$ cat src/rtl/ddr3_port_arbiter.sv
// Two-port round-robin front end for a DDR3 memory controller user interface.
// Each port issues single-burst reads or writes. Reads are tagged with the
// issuing port in order, so that in-order read returns reach the right port.
module ddr3_port_arbiter #(
  parameter int ADDR_W    = 28,
  parameter int DATA_W    = 128,
  parameter int TAG_DEPTH = 8
) (
  input  logic                         clk,
  input  logic                         rst_n,
  input  logic                         init_calib_complete,
  input  logic                         p0_req,
  input  logic                         p0_rd,
  input  logic [ADDR_W-1:0]            p0_addr,
  input  logic [DATA_W-1:0]            p0_wdata,
  output logic                         p0_gnt,
  output logic [DATA_W-1:0]            p0_rdata,
  output logic                         p0_rvalid,
  input  logic                         p1_req,
  input  logic                         p1_rd,
  input  logic [ADDR_W-1:0]            p1_addr,
  input  logic [DATA_W-1:0]            p1_wdata,
  output logic                         p1_gnt,
  output logic [DATA_W-1:0]            p1_rdata,
  output logic                         p1_rvalid,
  output logic [2:0]                   app_cmd,
  output logic                         app_cmd_en,
  output logic [ADDR_W-1:0]            app_addr,
  input  logic                         app_cmd_rdy,
  output logic [DATA_W-1:0]            app_wdf_data,
  output logic                         app_wdf_wren,
  output logic                         app_wdf_end,
  input  logic                         app_wdf_rdy,
  input  logic [DATA_W-1:0]            app_rd_data,
  input  logic                         app_rd_data_valid,
  output logic [$clog2(TAG_DEPTH):0]   rd_pending,
  output logic                         err
);

  localparam int PTR_W = $clog2(TAG_DEPTH);
  localparam int CNT_W = PTR_W + 1;

  typedef enum logic [0:0] {
    ST_IDLE  = 1'b0,
    ST_ISSUE = 1'b1
  } state_t;

  state_t               state_r;
  logic                 last_gnt_r;   // port granted most recently; also the tag of the command in flight
  logic                 is_rd_r;      // command in flight is a read
  logic [TAG_DEPTH-1:0] tag_mem_r;    // one port-id bit per outstanding read
  logic [PTR_W-1:0]     wr_ptr_r;
  logic [PTR_W-1:0]     rd_ptr_r;

  logic                 tag_full_s;
  logic                 tag_empty_s;
  logic                 elig0_s;
  logic                 elig1_s;
  logic                 win_valid_s;
  logic                 win_port_s;
  logic                 win_rd_s;
  logic [ADDR_W-1:0]    win_addr_s;
  logic [DATA_W-1:0]    win_wdata_s;
  logic                 done_s;
  logic                 push_s;
  logic                 pop_s;
  logic                 head_tag_s;

  // rd_pending doubles as the tag FIFO occupancy count
  assign tag_full_s  = (rd_pending == CNT_W'(TAG_DEPTH));
  assign tag_empty_s = (rd_pending == CNT_W'(0));

  // a read needs a free tag slot; writes never do
  assign elig0_s = p0_req & (~p0_rd | ~tag_full_s);
  assign elig1_s = p1_req & (~p1_rd | ~tag_full_s);

  // Round-robin pick: on a tie the port not granted last wins
  always_comb begin
    win_valid_s = 1'b0;
    win_port_s  = 1'b0;
    if (elig0_s && elig1_s) begin
      win_valid_s = 1'b1;
      win_port_s  = ~last_gnt_r;
    end else if (elig0_s) begin
      win_valid_s = 1'b1;
      win_port_s  = 1'b0;
    end else if (elig1_s) begin
      win_valid_s = 1'b1;
      win_port_s  = 1'b1;
    end else begin
      win_valid_s = 1'b0;
      win_port_s  = 1'b0;
    end
  end

  assign win_rd_s    = win_port_s ? p1_rd    : p0_rd;
  assign win_addr_s  = win_port_s ? p1_addr  : p0_addr;
  assign win_wdata_s = win_port_s ? p1_wdata : p0_wdata;

  // reads need only the command slot; writes need command and data slots together
  assign done_s     = (state_r == ST_ISSUE) & app_cmd_rdy & (is_rd_r | app_wdf_rdy);
  assign push_s     = done_s & is_rd_r;
  assign pop_s      = app_rd_data_valid & ~tag_empty_s;
  assign head_tag_s = tag_mem_r[rd_ptr_r];

  // Command FSM: grant in IDLE, hold the command on the MC interface in ISSUE
  always_ff @(posedge clk) begin
    if (!rst_n) begin
      state_r      <= ST_IDLE;
      last_gnt_r   <= 1'b1;
      is_rd_r      <= 1'b0;
      p0_gnt       <= 1'b0;
      p1_gnt       <= 1'b0;
      app_cmd      <= 3'b000;
      app_cmd_en   <= 1'b0;
      app_addr     <= '0;
      app_wdf_data <= '0;
      app_wdf_wren <= 1'b0;
      app_wdf_end  <= 1'b0;
    end else begin
      p0_gnt <= 1'b0;
      p1_gnt <= 1'b0;
      case (state_r)
        ST_IDLE: begin
          if (init_calib_complete && win_valid_s) begin
            state_r      <= ST_ISSUE;
            last_gnt_r   <= win_port_s;
            is_rd_r      <= win_rd_s;
            p0_gnt       <= ~win_port_s;
            p1_gnt       <= win_port_s;
            app_cmd      <= win_rd_s ? 3'b001 : 3'b000;
            app_cmd_en   <= 1'b1;
            app_addr     <= win_addr_s;
            app_wdf_data <= win_wdata_s;
            app_wdf_wren <= ~win_rd_s;
            app_wdf_end  <= ~win_rd_s;
          end
        end
        ST_ISSUE: begin
          // calibration loss does not abort a command already on the bus
          if (done_s) begin
            state_r      <= ST_IDLE;
            app_cmd_en   <= 1'b0;
            app_wdf_wren <= 1'b0;
            app_wdf_end  <= 1'b0;
          end
        end
        default: begin
          state_r      <= ST_IDLE;
          app_cmd_en   <= 1'b0;
          app_wdf_wren <= 1'b0;
          app_wdf_end  <= 1'b0;
        end
      endcase
    end
  end

  // Tag FIFO, read-data steering to the owning port and the orphan-return flag
  always_ff @(posedge clk) begin
    if (!rst_n) begin
      tag_mem_r  <= '0;
      wr_ptr_r   <= '0;
      rd_ptr_r   <= '0;
      rd_pending <= '0;
      p0_rdata   <= '0;
      p1_rdata   <= '0;
      p0_rvalid  <= 1'b0;
      p1_rvalid  <= 1'b0;
      err        <= 1'b0;
    end else begin
      p0_rvalid <= 1'b0;
      p1_rvalid <= 1'b0;
      if (push_s) begin
        tag_mem_r[wr_ptr_r] <= last_gnt_r;
        wr_ptr_r            <= wr_ptr_r + PTR_W'(1);
      end
      if (pop_s) begin
        rd_ptr_r <= rd_ptr_r + PTR_W'(1);
        if (head_tag_s) begin
          p1_rdata  <= app_rd_data;
          p1_rvalid <= 1'b1;
        end else begin
          p0_rdata  <= app_rd_data;
          p0_rvalid <= 1'b1;
        end
      end
      if (app_rd_data_valid && tag_empty_s) begin
        err <= 1'b1;
      end
      case ({push_s, pop_s})
        2'b10:   rd_pending <= rd_pending + CNT_W'(1);
        2'b01:   rd_pending <= rd_pending - CNT_W'(1);
        default: rd_pending <= rd_pending;
      endcase
    end
  end

endmodule
$ cat config.mk
export PLATFORM = sky130hd
export DESIGN_NAME = ddr3_port_arbiter
export DESIGN_NICKNAME = d
export VERILOG_FILES = /design/src/rtl/ddr3_port_arbiter.sv
export SDC_FILE = /design/constraint.sdc
export NUM_CORES = 1
export LEC_CHECK = 0
export ABC_AREA = 1
export CORE_AREA = 5 5 340 342
export CTS_BUF_LIST = sky130_fd_sc_hd__clkbuf_16
export CTS_CLUSTER_SIZE = 28
export DETAILED_ROUTE_END_ITERATION = 16
export DIE_AREA = 0 0 345 347
export GPL_TIMING_DRIVEN = 0
export PLACE_DENSITY = 0.42
export SYNTH_ARGS = -nofsm -noshare
export SYNTH_HDL_FRONTEND = slang
export SYNTH_SLANG_ARGS = --single-unit
export TNS_END_PERCENT = 10
$ cat constraint.sdc
create_clock -name clk -period 2.01 [get_ports clk]
set_input_delay 0.5025 -clock clk [delete_from_list [all_inputs] [get_ports clk]]
set_output_delay 0.5025 -clock clk [all_outputs]
set_load 0.05 [all_outputs]
# Yosys cells after proc, flatten, opt, wreduce, memory -nomap -nowiden

Cells that the tools add are included.

Add/sub/neg operators: 4
Order comparisons: 3
Equality and inequality tests: 5
Multiplexer cells: 25
Bitwise logic cells: 20
Reduce and logical (&&, ||, !) cells: 12

Operators by type and width:

| operator              | number |
|---|---|
| $mux W128             | 1 |
| $mux W28              | 1 |
| $mux W1               | 16 |
| $not A1 Y1            | 11 |
| $reduce_and A2 Y1     | 5 |
| $bwmux W8             | 1 |
| $lt A3 B4 Y1 const B  | 2 |
| $pmux W4 S2           | 1 |
| $add A3 B1 Y3 const B | 2 |
| $and A1 B1 Y1         | 6 |
| $pmux W1 S2           | 3 |
| $add A4 B1 Y4 const B | 1 |
| $eq A4 B4 Y1 const B  | 1 |
| $logic_and A1 B1 Y1   | 4 |
| $logic_not A4 Y1      | 1 |
| $sub A4 B1 Y4 const B | 1 |
| $bmux W1 S3           | 1 |
| $demux W1 S3          | 1 |
| $ge A3 B1 Y1 const B  | 1 |
| $or A1 B1 Y1          | 3 |
| $reduce_or A3 Y1      | 1 |
| $eq A2 B1 Y1 const B  | 1 |
| $eq A2 B2 Y1 const B  | 1 |
| $ne A2 B1 Y1 const B  | 1 |
| other kinds (2)       | 2 |

Bits in registers: 443
Output and inout port bits: 427

# Depth between registers and ports, before layout

Gate-level depths: netlist of the first run.

Depth after elaboration: 11
Depth in mapped cells: 13

# Worst setup path before layout of the first run

Ideal clock, no wire load.

Path kind: flip-flop to flip-flop
From: register rd_pending[2]
To: register rd_pending[2]
Setup time: 0.115 ns
Arrival time: 2.428 ns
Path slack: -0.533 ns
Stages on the path, launching flop included: 13
Path buffers: 1
Period minus slack after synthesis: 2.543 ns
Cells stage by stage: dfxtp_1 inv_1 nand3_1 nand2_2 inv_2 clkbuf_1 ha_1 xor2_1 ha_1 a21oi_1 xnor2_1 o21ai_0 inv_1

Cells in the longest elaborated chain, start to end: 5

RTL lines:

| element                                                  | line | text |
|---|---|---|
| from (decl)                                              | 36   | `output logic [$clog2(TAG_DEPTH):0] rd_pending,` |
| from (signal assigned)                                   | 191  | `2'b10: rd_pending <= rd_pending + CNT_W'(1);` |
| from (signal assigned)                                   | 192  | `2'b01: rd_pending <= rd_pending - CNT_W'(1);` |
| from (signal assigned)                                   | 193  | `default: rd_pending <= rd_pending;` |
| $logic_not A4 Y1 (*)                                     | 71   | `assign tag_empty_s = (rd_pending == CNT_W'(0));` |
| $not A1 Y1 (*)                                           | 103  | `assign pop_s = app_rd_data_valid & ~tag_empty_s;` |
| $and A1 B1 Y1 (*)                                        | 103  |  |
| named net pop_s                                          | 66   | `logic pop_s;` |
| $eq A2 B1 Y1 / $eq A2 B2 Y1 (equally long branches)      | 190  | `case ({push_s, pop_s})` |
| $pmux W4 S2 / $reduce_bool A2 Y1 (equally long branches) | -    |  |

The timed path passes the listed nets; every way through them passes the cells marked *.
A chain may end at the register's enable or synchronous reset.

# Worst setup path after layout of the first run

From: register rd_pending[3]
To: output rd_pending[3]

No word-level cell between the ends.

==> metrics list, run 1 <==
* Status: complete, but fails checks
- Violations in the final reports: setup timing
* RSZ-0062 raised after global routing: yes
- Residual overflow from global routing: 0
- The worst hold path belongs to the class reg -> reg.
* Detailed Route Iter0 Violations: approximately 870
- Number of global-route vias before repair: between 20,000 and 25,000
* Buffer cell driving the clock tree root: sky130_fd_sc_hd__clkbuf_16
- Summed over all nets, wire length on met2 after detailed routing comes to 52,900 um.
- Clock tree buffer depth: 3
- Leaving out fill and tap cells, the most frequent cell in the layout is sky130_fd_sc_hd__nor2_1.
- Complex-gate fraction of the synthesized area: under 10%
- Slew Limit Headroom: 40.5%
- For this configuration, the core starts out at a cell density of 17.5%.
* Count of placed standard cells in the final layout, fillers left out: about 5,500
* Clock latency on the worst-skew pair: between 0.6 and 0.7 ns
- Total of endpoints with negative setup slack in the final report: 3
- Crit end category: output pin
- In this run the power density over the cells is about 1200 nW/um^2.
- Cell type of the slowest stage on the worst timing path: sky130_fd_sc_hd__dlygate4sd2_1
- Dividing the detail-routed wire length by the instance count gives 19.8 um.
- Between clock sinks in the finished design, the worst skew comes to ~0.019 ns.
- Lkg Pwr: 14.8 nW
- Maximum clock frequency: between 400 and 500 MHz
- From bottom edge to top edge, the die measures roughly 350 um.
* Launching element type of the critical path: flop
- In this run the worst path has a maximum fanout of 2.
- Total iterations of the first detailed-routing run: 5
- Main combinational cell family by area after synthesis: simple AND/OR/NAND/NOR gates
* Multiplexer share of the synthesized area: 0%
- Cell breakdown of the critical path: dlygate4sd2_1
- Summing the areas of all and, or, nand and nor instances in the mapped netlist gives about two fifths of the synthesized area.
- Sum of negative setup slack: -0.0938 ns
- The die covers 120,000 sq um.
- In this run the biggest area consumer among cell types represents roughly 45% of the synthesized area.
- The first global-routing pass estimated ~150,000 um of wire.
- Final ANT Viol Nets: 0
* Max IR drop VDD: a little over 0.6 mV
* Critical path class: reg -> out
- For this run, the total global-route usage over all layers was measured as between 10% and 20%.
- Via count of the routed design: approximately 21,000
- The routed design has between 100,000 and 150,000 um of wire.
- TritonCTS sink count: 440
* Buffers and inverters on the worst path: 1
* YS warnings: 0
* Endpoints failing hold: 0
* Library cell with the largest summed area after synthesis: sky130_fd_sc_hd__dfxtp_1
* Cells taking the most area after synthesis: sky130_fd_sc_hd__dfxtp_1, sky130_fd_sc_hd__nor2_1, sky130_fd_sc_hd__nand2_1
- The share of the Yosys chip area taken by registers is 44.9%.
- From synthesis to final layout, the design area changed by 56.3%.
- Number of distinct library cells after synthesis: 31
- Synthesis produced 2,998 cells.
- In the final routing, the length of wire on met1 measures roughly 43,000 um.
- For the pin with the worst max-slew slack, the measured transition is a little under 0.9 ns.
- The H-tree generated during clock tree synthesis spans 2 levels.
- Input and output buffers added on the ports amount to around 870.
* Max-slew violation count: 0
- Dividing the final minimum period by the clock period gives 103%.
- In the routed design, unresolved DRC markers number 0.
* Number of antenna violations at the first check in global routing: 54
* Total half-perimeter wirelength after legalization and detailed placement: just under 90,000 um
- TritonCTS built the clock tree.
- Summing every instance area after synthesis gives 19,600 sq um.
- At the worst endpoint, the arrival time is 1.57 ns.
- Horizontal die dimension: 345 um
* Floorplan Core Area: approximately 110,000 sq um
- Leaving out fill and tap cells, the most frequent cells in the layout are sky130_fd_sc_hd__nor2_1, sky130_fd_sc_hd__nand2_1, sky130_fd_sc_hd__clkdlybuf4s50_1.
* Xor/xnor cell area share of the yosys netlist: less than 1%
* Mean Syn Cell Area: 6.55 sq um
- Num CTS Buffers: between 50 and 60
- The floorplan has 123 rows.
- Cells with a size suffix above 1 make up 18.4% of the layout.
* Amount of wire on met3 after detailed routing: between 9000 and 10,000 um
* Reg clk slew, reported paths: roughly 0.06 ns
* Share of synthesized cell area in full adder, half adder and majority cells: 0.319%
- Final critical-path required period: roughly 2.1 ns
- Number of hold buffers added after CTS: 0
- Largest incremental delay on the critical path: around 0.58 ns
- Boundary pin count: between 800 and 900
- Once placement completed, the tool counted placed cells totaling 5,372.
- Max-cap violations: 0
* Data required time at the worst endpoint: 1.51 ns
- Via-to-Cell Ratio: 3.90
* Kind of cell with the highest combined delay on the critical path: buffers and inverters
- Entering global routing, the biggest net connects 17 pins.
- The final layout contains around 4,400 nets.
- In this run, synthesis produced a sequential element count of 440.
- Max Used Layer: met5
* Final worst slack: -0.0591 ns
- The congestion estimate from routability-driven global placement came to 0.827.
-- synthesized netlist by cell type --
library cell and instances:
sky130_fd_sc_hd__a21boi_0 1, sky130_fd_sc_hd__a21oi_1 18, sky130_fd_sc_hd__a21oi_4 1, sky130_fd_sc_hd__a311oi_1 1, sky130_fd_sc_hd__and3_1 1, sky130_fd_sc_hd__buf_1 12
sky130_fd_sc_hd__buf_2 99, sky130_fd_sc_hd__buf_4 5, sky130_fd_sc_hd__buf_6 11, sky130_fd_sc_hd__clkbuf_1 63, sky130_fd_sc_hd__clkinv_1 1, sky130_fd_sc_hd__conb_1 1
sky130_fd_sc_hd__dfxtp_1 440, sky130_fd_sc_hd__ha_1 5, sky130_fd_sc_hd__inv_1 275, sky130_fd_sc_hd__inv_2 5, sky130_fd_sc_hd__nand2_1 818, sky130_fd_sc_hd__nand2_2 2
sky130_fd_sc_hd__nand2_4 1, sky130_fd_sc_hd__nand3_1 53, sky130_fd_sc_hd__nand3b_1 129, sky130_fd_sc_hd__nand4_1 2, sky130_fd_sc_hd__nor2_1 856, sky130_fd_sc_hd__nor2_2 49
sky130_fd_sc_hd__nor2_4 1, sky130_fd_sc_hd__nor2b_1 1, sky130_fd_sc_hd__nor3_1 1, sky130_fd_sc_hd__o21ai_0 139, sky130_fd_sc_hd__o21ai_1 3, sky130_fd_sc_hd__xnor2_1 1
sky130_fd_sc_hd__xor2_1 3
-- metrics by stage --
step / total power [W] / utilization [%] / area (sq um) / hold WS [ns] / setup slack, ns
CTS: 0.0374 / 28.3 / 31800 / 0.384 / -0.176
floorplan: 0.0216 / - / 19700 / 0.446 / 0.0113
detailed placement: 0.0282 / 27.0 / 30300 / 0.449 / -1.15
global route: 0.0386 / 27.4 / 30700 / 0.442 / -0.161
global placement: 0.0282 / 27.0 / 30300 / 0.442 / -1.14
finish: 0.0366 / 27.4 / 30700 / 0.455 / -0.0591
-- cell type report --
type | count | area, sq um
multi-input cells | 2088 | 8980
fillers | 12900 | 81400
flip-flops and latches | 440 | 8820
clock inverters | 48 | 338
clock buffers | 57 | 1430
inverters | 281 | 1060
repair buffers | 878 | 6960
diodes | 22 | 55.1
well taps | 1500 | 1880
plain buffers | 190 | 1150
-- where the power goes --
| group | switching, W | leakage, nW | internal, W |
|---|---|---|---|
| logic | 0.0112 | 10.2 | 0.00397 |
| clock network | 0.00441 | 0.924 | 0.00555 |
| registers | 0.000973 | 3.60 | 0.0105 |
| total | 0.0166 | 14.8 | 0.0200 |
-- kinds of logic after synthesis --
logic type               count (synthesis)
buffers and inverters                  471
flip-flops                             440
XOR/XNOR                                 4
adder cells (fa/ha/maj)                  5
other                                    1
AND/OR/NAND/NOR                       1914
AO/OA/AOI/OAI                          163
-- per-layer routing --
layer / up-vias / global-route usage (%)
met4: 38 / 5.91
met3: 195 / 7.61
li1: 10900 / -
met2: 736 / 30.3
met5: - / 0
met1: 9595 / 19.1
-- registers in the layout, summed over array words and instances, names as in the netlist, 3 cells and up --
register      cells
p0_rdata        128
wr_ptr_r          3
tag_mem_r         8
p1_rdata        128
app_wdf_data    128
app_addr         28
rd_pending        4
rd_ptr_r          3
-- path summary, 6_finish.rpt --
path	startpoint	slack, ns	cells after the start	end
max	rd_pending[3]	-0.06	1	rd_pending[3]
min	err	0.46	2	err
max reg2reg	rd_pending[0]	-0.01	12	rd_pending[2]
min reg2reg	err	0.46	2	err
-- repair_timing --
action	CTS	global route
gates resized for setup	634	828
gates cloned	1	0
pin swaps	5	5
buffers inserted	4	0
setup endpoints to repair	846	721
(Power assumes the default switching activity.)
==> inputs of run 2 (changes only) <==
--- a/config.mk
+++ b/config.mk
@@ -8,7 +8,6 @@
 export ABC_AREA = 1
 export CORE_AREA = 5 5 340 342
 export CTS_BUF_LIST = sky130_fd_sc_hd__clkbuf_16
-export CTS_CLUSTER_SIZE = 28
 export DETAILED_ROUTE_END_ITERATION = 16
 export DIE_AREA = 0 0 345 347
 export GPL_TIMING_DRIVEN = 0
==> results of run 2 <==
Same layout as run 1: the final DEF is identical, and so are final timing and power.
